==> src/rtl/wb_pkg.sv <==
// Shared types and constants for the writeback arbiter.
// The zero-register index discards writes and never forwards.
package wb_pkg;

  typedef logic [4:0] reg_idx_t;

  localparam reg_idx_t REG_ZR   = 5'd31;
  localparam int       NREQ_DEF = 3;
  localparam int       CNT_W    = 16;

  function automatic logic is_zr(input reg_idx_t idx);
    return idx == REG_ZR;
  endfunction

endpackage

==> src/rtl/rr_arbiter.sv <==
// Round-robin grant: scan upward from ptr, first valid wins.
// ptr moves just past the winner and holds when nothing is valid.
module rr_arbiter #(
  parameter int NREQ = 3
) (
  input  logic            clk,
  input  logic            reset,
  input  logic [NREQ-1:0] req,
  output logic [NREQ-1:0] grant
);

  localparam int PW = (NREQ > 1) ? $clog2(NREQ) : 1;

  logic [PW-1:0] ptr;
  logic [PW-1:0] ptr_nxt;
  logic          found;

  function automatic logic [PW-1:0] wrap(
    input logic [PW-1:0] p,
    input int            k
  );
    int s;
    s = int'(p) + k;
    if (s >= NREQ) s = s - NREQ;
    return PW'(s);
  endfunction

  always_comb begin
    grant   = '0;
    ptr_nxt = ptr;
    found   = 1'b0;
    for (int k = 0; k < NREQ; k++) begin
      if (!found && req[wrap(ptr, k)]) begin
        found              = 1'b1;
        grant[wrap(ptr, k)] = 1'b1;
        ptr_nxt            = wrap(ptr, k + 1);
      end
    end
    // No acceptance may be signalled while held in reset
    if (reset) begin
      grant   = '0;
      ptr_nxt = ptr;
    end
  end

  always_ff @(posedge clk or posedge reset) begin
    if (reset) begin
      ptr <= '0;
    end else begin
      ptr <= ptr_nxt;
    end
  end

endmodule

==> src/rtl/wb_arbiter.sv <==
// Writeback arbiter: round-robin pick, one staging register,
// zero-register drop counter and forwarding compare.
module wb_arbiter
  import wb_pkg::*;
#(
  parameter int WIDTH = 64,
  parameter int NREQ  = NREQ_DEF
) (
  input  logic                       clk,
  input  logic                       reset,
  input  logic [NREQ-1:0]            req_valid,
  input  logic [NREQ-1:0][4:0]       req_addr,
  input  logic [NREQ-1:0][WIDTH-1:0] req_data,
  output logic [NREQ-1:0]            req_ready,
  output logic                       we3,
  output logic [4:0]                 ra3,
  output logic [WIDTH-1:0]           wd3,
  input  logic [4:0]                 ra1,
  input  logic [4:0]                 ra2,
  output logic                       fwd_hit1,
  output logic                       fwd_hit2,
  output logic [WIDTH-1:0]           fwd_data,
  output logic [CNT_W-1:0]           drop_cnt
);

  logic [NREQ-1:0]  grant;
  logic             any;
  reg_idx_t         sel_addr;
  logic [WIDTH-1:0] sel_data;

  rr_arbiter #(
    .NREQ (NREQ)
  ) u_rr (
    .clk   (clk),
    .reset (reset),
    .req   (req_valid),
    .grant (grant)
  );

  assign req_ready = grant;
  assign any       = |grant;

  always_comb begin
    sel_addr = '0;
    sel_data = '0;
    for (int i = 0; i < NREQ; i++) begin
      if (grant[i]) begin
        sel_addr = req_addr[i];
        sel_data = req_data[i];
      end
    end
  end

  always_ff @(posedge clk or posedge reset) begin
    if (reset) begin
      we3      <= 1'b0;
      ra3      <= '0;
      wd3      <= '0;
      drop_cnt <= '0;
    end else if (any && is_zr(sel_addr)) begin
      // Accepted but discarded; ra3/wd3 keep the last real write
      we3 <= 1'b0;
      if (drop_cnt != '1) drop_cnt <= drop_cnt + 1'b1;
    end else if (any) begin
      we3 <= 1'b1;
      ra3 <= sel_addr;
      wd3 <= sel_data;
    end else begin
      we3 <= 1'b0;
    end
  end

  assign fwd_hit1 = we3 && (ra3 == ra1) && !is_zr(ra1);
  assign fwd_hit2 = we3 && (ra3 == ra2) && !is_zr(ra2);
  assign fwd_data = wd3;

endmodule

==> config.mk <==
export PLATFORM = sky130hd
export DESIGN_NAME = wb_arbiter
export DESIGN_NICKNAME = d
export VERILOG_FILES = /design/src/rtl/wb_pkg.sv /design/src/rtl/rr_arbiter.sv /design/src/rtl/wb_arbiter.sv
export SDC_FILE = /design/constraint.sdc
export NUM_CORES = 1
export LEC_CHECK = 0
export CAP_MARGIN = 20
export CORE_AREA = 2 2 145 147
export DETAILED_ROUTE_END_ITERATION = 6
export DIE_AREA = 0 0 147 149
export GPL_ROUTABILITY_DRIVEN = 1
export PLACE_DENSITY = 0.71
export SKIP_LAST_GASP = 1
export SYNTH_ARGS = -nofsm -noshare
export SYNTH_HDL_FRONTEND = slang
export SYNTH_SLANG_ARGS = --single-unit
==> constraint.sdc <==
create_clock -name clk -period 4.6 [get_ports clk]
set_input_delay 0.46 -clock clk [delete_from_list [all_inputs] [get_ports clk]]
set_output_delay 0.46 -clock clk [all_outputs]
set_load 0.01 [all_outputs]
==> out/metrics.cfg, run 1 <==
[clock_network]
cts_resized = 0
clkLatencyLatePin_ns = 0.34
cts_made_buffers = 9
root_buffer = clkbuf_16
cts_setup_buffers = 0
cts.sinks = 88
clk_pin_slew_ns = 0.06
htreeDepth = 3
cts_hold_buf = 0
cts_tree = built
cts_buffer_depth = 2

[synth]
syn_nets = 838
synth_edf_count = 0
yosysUniqueCellTypes = 52
ys_seq_elements = 88
avgSynthCellArea_um2 = 9.584
seq_area_frac_synth = 0.3773
ys.flop_type = dfrtp_1
ys_async_sr_fraction = 1.000
syn_inst = 609
syn-cell-area_um2 = 5837
yosys_warnings = 0

[power]
cell_internal_pwr_mw = 3.354
netSwitchingFraction = 0.3980
power.total_mw = 5.571
vdd_ir_drop_max_mv = 0.3580
p_clk_frac = 0.143
p_sw_mw = 2.217
pwr-share-seq = 0.227
leakage_nw = 4.055
p_per_area_nw_per_um2 = 574.6
combPwrFrac = 0.630

[route]
wl_met1_mm = 8.866
vias = 5736
drtAntennaViolNets = 0
first_iter_violations = 183
drt_wl_total_mm = 21.45
detail_route.wl_per_cell_um = 18.18
wl_met3_mm = 1.593
met2_length_mm = 10.61
dr.pass1.iters = 4
routed_via_density = 4.861
dr.max_layer_used = met4
drc = 0

[critical_path]
required_ns = 4.82
critPathLaunchType = flip-flop
startpoint = u_rr.ptr[0]
reg2reg_from = u_rr.ptr[0]
cp.arrival_ns = 4.39
path_max_fanout = 68
cp.buffers_inverters = 2
crit_slowest_cell = buf_4
slowest_delay_ns = 0.75
end_kind = flip-flop
crit_type = reg -> reg
r2r_cells = 11
cpLargestDelayFamily = compound AO/OA/AOI/OAI gates
path_depth = 11
reg2reg_slack_ns = 0.43
crit_end = fwd_data[14]
critical_path.cell_chain = inv_1 > ha_1 > nor3b_1 > a211oi_2 > a211o_2 > nand3_4 > nor2_1 > o22ai_1 > o31a_2 > buf_4 > mux2_2
r2r_end = fwd_data[14]

[finish]
drive_gt1_frac = 0.1193
n_fill_cell = 1964
fin_util = 0.4717
num_antenna_cells = 0
synthToLayoutAreaGrowth_pct = 66.13
fin_area_um2 = 9697
fin_cells = 1180
nets = 1129

[timing]
fin_crit_ns = 4.170
slew_violations = 0
fin_hold_ws_ns = 0.4934
fin_crit_sh = 0.9065
relSlewSlack = 0.3381
finalWorstSetupSlack_ns = 0.4302
timing.fmax_ghz = 0.2398
finalHoldViolCount = 0
worst_slew_pin_slew_ns = 0.9928
finalSetupViolations = 0
rsz0062_at_grt = no
clock_skew_ns = 0.007351
setup_tns_ns = 0

[floorplanning]
io_pins = 377
fp-row-count = 53
core_um2 = 20560
start_util = 0.2839
die_w_um = 147
dieArea_um2 = 21900
die_h_um = 149

[placement]
dp_hpwl_mm = 15.99
dpl_worst_slack_ns = 0.4424
dpl_cell_area_um2 = 9376
port_buffers = 376
place.gp.congestion = 0.8922
dp.cells = 1164

[hold_path]
worst_hold_path_type = reg -> reg
hold_start = drop_cnt[14]
hold_depth = 1

[global_route]
grt_pass1_wl_mm = 31.93
grtUsageTotal = 0.1866
antenna_found_initial = 0
gr-total-overflow = 0
grt_max_degree = 69
grt_pass1_vias = 5603

[flow_run]
max_cap_violations = 0

[run_status]
status = complete, no violations

-- synth_stat cells, types with 5 or more instances --
cell type | n | area, µm²
nor2_1 | 131 | 491.7
dfrtp_1 | 88 | 2202
buf_4 | 65 | 488.0
a221oi_1 | 64 | 560.5
mux2_2 | 50 | 563.0
clkbuf_1 | 27 | 101.4
mux2_4 | 16 | 240.2
nand3_1 | 16 | 80.08
xnor2_1 | 16 | 140.1
inv_1 | 10 | 37.54
nand4_1 | 9 | 56.30
o21ai_0 | 8 | 40.04
ha_1 | 7 | 87.58
nand2_1 | 7 | 26.28
xor2_1 | 7 | 61.31
a21oi_1 | 6 | 30.03
and3_1 | 6 | 37.54
o211ai_1 | 6 | 45.04
buf_1 | 5 | 18.77
buf_2 | 5 | 25.02
nor3_1 | 5 | 25.02
-- area by class of cell --
cell class / count / area (µm²) / area share
well taps: 275 / 344.1 / 0.03548
clock inverters: 7 / 95.09 / 0.009806
clock buffers: 9 / 225.2 / 0.02323
inverters: 10 / 40.04 / 0.004129
repair buffers: 387 / 3846 / 0.3966
flip-flops and latches: 88 / 2202 / 0.2271
multi-input cells: 404 / 2944 / 0.3036
-- cells by family (layout without fill, tap and decap cells) --
family | after synthesis | in the layout | synth area share
buffers and inverters | 117 | 413 | 0.1235
adder cells (fa/ha/maj) | 7 | 7 | 0.01500
XOR/XNOR | 23 | 23 | 0.03451
AO/OA/AOI/OAI | 112 | 112 | 0.1552
multiplexers | 71 | 71 | 0.1464
AND/OR/NAND/NOR | 191 | 191 | 0.1481
flip-flops | 88 | 88 | 0.3773
-- power groups by stage --
stage / logic, mW / registers [mW] / clock network [mW]
after global placement: 3.48 / 1.27 / 0
after CTS: 3.54 / 1.27 / 0.826
after floorplan: 2.26 / 1.29 / 0
after detailed placement: 3.53 / 1.27 / 0
final: 3.51 / 1.26 / 0.798
after global routing: 3.81 / 1.30 / 0.857
-- metal layers --
| metal | GRT usage | vias to the layer above |
|---|---|---|
| met2 | 0.3228 | 248 |
| li1 | - | 2721 |
| met1 | 0.2343 | 2742 |
| met4 | 0.05625 | 0 |
| met5 | 0 | - |
| met3 | 0.04098 | 25 |
-- how the worst min path moves through the flow --
stage                        end  slack, ns
floorplan           drop_cnt[11]       0.52
global placement     drop_cnt[9]       0.48
detailed placement   drop_cnt[9]       0.49
CTS                 drop_cnt[14]       0.50
global route        drop_cnt[14]       0.52
finish              drop_cnt[14]       0.49
-- state kept, by name, indices dropped and copies added, names as in the netlist --
register,cells
we3,1
u_rr.ptr,2
fwd_data,64
drop_cnt,16
ra3,5
-- layout by cell type, fill, tap and decap left out, drive strengths merged, types with 4 or more instances in the layout --
cell	count
clkdlybuf4s50	376
nor2	131
dfrtp	88
mux2	67
a221oi	64
nand3	17
xnor2	16
buf	11
inv	11
nand4	9
clkbuf	9
o21ai	8
nand2	7
xor2	7
ha	7
o211ai	6
and3	6
a21oi	6
nor3	5
mux2i	4
a21o	4
o22ai	4
a31oi	4
clkinv	4
Power figures use the tool's default switching activity.
==> run 2: changes to the inputs <==
--- a/config.mk
+++ b/config.mk
@@ -7,6 +7,7 @@
 export LEC_CHECK = 0
 export CAP_MARGIN = 20
 export CORE_AREA = 2 2 145 147
+export CTS_CLUSTER_SIZE = 20
 export DETAILED_ROUTE_END_ITERATION = 6
 export DIE_AREA = 0 0 147 149
 export GPL_ROUTABILITY_DRIVEN = 1
==> results of run 2 <==
The final DEF is identical to that of run 1; final timing and power are the same.
==> run 3: changes to the inputs <==
--- a/config.mk
+++ b/config.mk
@@ -7,10 +7,10 @@
 export LEC_CHECK = 0
 export CAP_MARGIN = 20
 export CORE_AREA = 2 2 145 147
-export CTS_CLUSTER_SIZE = 20
 export DETAILED_ROUTE_END_ITERATION = 6
 export DIE_AREA = 0 0 147 149
 export GPL_ROUTABILITY_DRIVEN = 1
+export MAX_ROUTING_LAYER = met4
 export PLACE_DENSITY = 0.71
 export SKIP_LAST_GASP = 1
 export SYNTH_ARGS = -nofsm -noshare
==> out/metrics.cfg, run 3 (synthesized netlist as in run 1, its figures left out) <==
[critical_path]
cp.buffers_inverters = 2
cp.arrival_ns = 4.48
crit_slowest_cell = buf_4
critPathLaunchType = flip-flop
cpLargestDelayFamily = compound AO/OA/AOI/OAI gates
crit_type = reg -> reg
slowest_delay_ns = 0.71
required_ns = 4.82
end_kind = flip-flop
path_max_fanout = 68
critical_path.cell_chain = inv_1 > ha_1 > nor3b_1 > a211oi_2 > a211o_2 > nand3_4 > nor2_1 > o22ai_1 > o31a_2 > buf_4 > mux2_2

[timing]
clock_skew_ns = 0.007775
fin_crit_sh = 0.9255
relSlewSlack = 0.3273
setup_tns_ns = 0
finalSetupViolations = 0
finalHoldViolCount = 0
rsz0062_at_grt = no
timing.fmax_ghz = 0.2349
fin_crit_ns = 4.257
slew_violations = 0
worst_slew_pin_slew_ns = 1.009

[route]
met2_length_mm = 10.60
detail_route.wl_per_cell_um = 18.19
wl_met3_mm = 1.499
dr.pass1.iters = 4
drc = 0
vias = 5781
drtAntennaViolNets = 0
wl_met1_mm = 8.963
first_iter_violations = 203
dr.max_layer_used = met4
drt_wl_total_mm = 21.47
routed_via_density = 4.899

[clock_network]
cts_buffer_depth = 2
cts_setup_buffers = 0
htreeDepth = 3
cts_tree = built
cts_made_buffers = 9
cts.sinks = 88
cts_resized = 0
clk_pin_slew_ns = 0.07
root_buffer = clkbuf_16
cts_hold_buf = 0
clkLatencyLatePin_ns = 0.35

[finish]
drive_gt1_frac = 0.1193
synthToLayoutAreaGrowth_pct = 66.13
largest_reg_flops = 64
num_antenna_cells = 0
fin_util = 0.4717
final_common_cell = clkdlybuf4s50_1
nets = 1129
final_cell_mix = clkdlybuf4s50_1 (376), nor2_1 (131), dfrtp_1 (88), a221oi_1 (64), mux2_2 (50)

[global_route]
grt_max_degree = 69
antenna_found_initial = 0
grt_pass1_vias = 5609
grtUsageTotal = 0.1925
grt_pass1_wl_mm = 31.94
gr-total-overflow = 0

[power]
leakage_nw = 4.055
p_per_area_nw_per_um2 = 575.0
vdd_ir_drop_max_mv = 0.3570

[floorplanning]
core_um2 = 20560
dieArea_um2 = 21900
io_pins = 377
start_util = 0.2839
die_h_um = 149
fp-row-count = 53
die_w_um = 147

[placement]
dp_hpwl_mm = 15.99
port_buffers = 376
place.gp.congestion = 0.9073

[hold_path]
worst_hold_path_type = reg -> reg

[run_status]
status = complete, no violations

[flow_run]
max_cap_violations = 0

run 3: cell counts in the layout (fill, tap and decap cells not counted):
Identical to the previous run, type by type.
run 3: path summary, 6_finish.rpt:
| path | to | depth (start not counted) | startpoint | slack [ns] |
|---|---|---|---|---|
| worst min-delay path | drop_cnt[14] | 1 | drop_cnt[14] | 0.49 |
| worst max register to register | fwd_data[17] | 11 | u_rr.ptr[0] | 0.34 |
| worst max-delay path | fwd_data[17] | 11 | u_rr.ptr[0] | 0.34 |
| max in group asynchronous | fwd_data[8] | 3 | reset | 3.22 |
| min in group asynchronous | fwd_data[31] | 2 | reset | 0.59 |
| worst min register to register | drop_cnt[14] | 1 | drop_cnt[14] | 0.49 |
run 3: through the flow:
stage / power (mW) / hold slack [ns] / worst slack (ns) / cells / cell area (µm²)
finish: 5.575 / 0.4887 / 0.3428 / 1180 / 9697
global route: 5.965 / 0.5153 / 0.1853 / 1180 / 9697
CTS: 5.630 / 0.4985 / 0.4388 / 1180 / 9697
detailed placement: 4.802 / 0.4881 / 0.4424 / 1164 / 9376
global placement: 4.750 / 0.4804 / 0.6371 / 1164 / 9376
floorplan: 3.550 / 0.5187 / 0.1346 / 609 / 5837
run 3: area by class of cell:
cell class / instances / area, µm²
tap: 275 / 344.1
clock inverter: 7 / 95.09
clock buffer: 9 / 225.2
inverter: 10 / 40.04
sequential: 88 / 2202
multi-input combinational: 404 / 2944
timing repair buffer: 387 / 3846
fill: 1964 / 10860
run 3: layer usage:
| layer | vias up | global-route usage |
|---|---|---|
| met3 | 26 | 0.03670 |
| li1 | 2721 | - |
| met2 | 278 | 0.3214 |
| met5 | - | - |
| met1 | 2756 | 0.2391 |
| met4 | 0 | 0.05625 |
run 3: worst register-to-register path, stage by stage (launching register included):
cell and delay (ns):
dfrtp_1 0.43, inv_1 0.12, ha_1 0.49, nor3b_1 0.55, a211oi_2 0.09, a211o_2 0.39
nand3_4 0.13, nor2_1 0.06, o22ai_1 0.40, o31a_2 0.22, buf_4 0.71, mux2_2 0.54
run 3: power by group:
| group | switching, mW | internal [mW] | total [mW] |
|---|---|---|---|
| registers | 0.246 | 1.02 | 1.26 |
| clock network | 0.323 | 0.478 | 0.801 |
| logic | 1.65 | 1.86 | 3.51 |
| total | 2.22 | 3.35 | 5.58 |
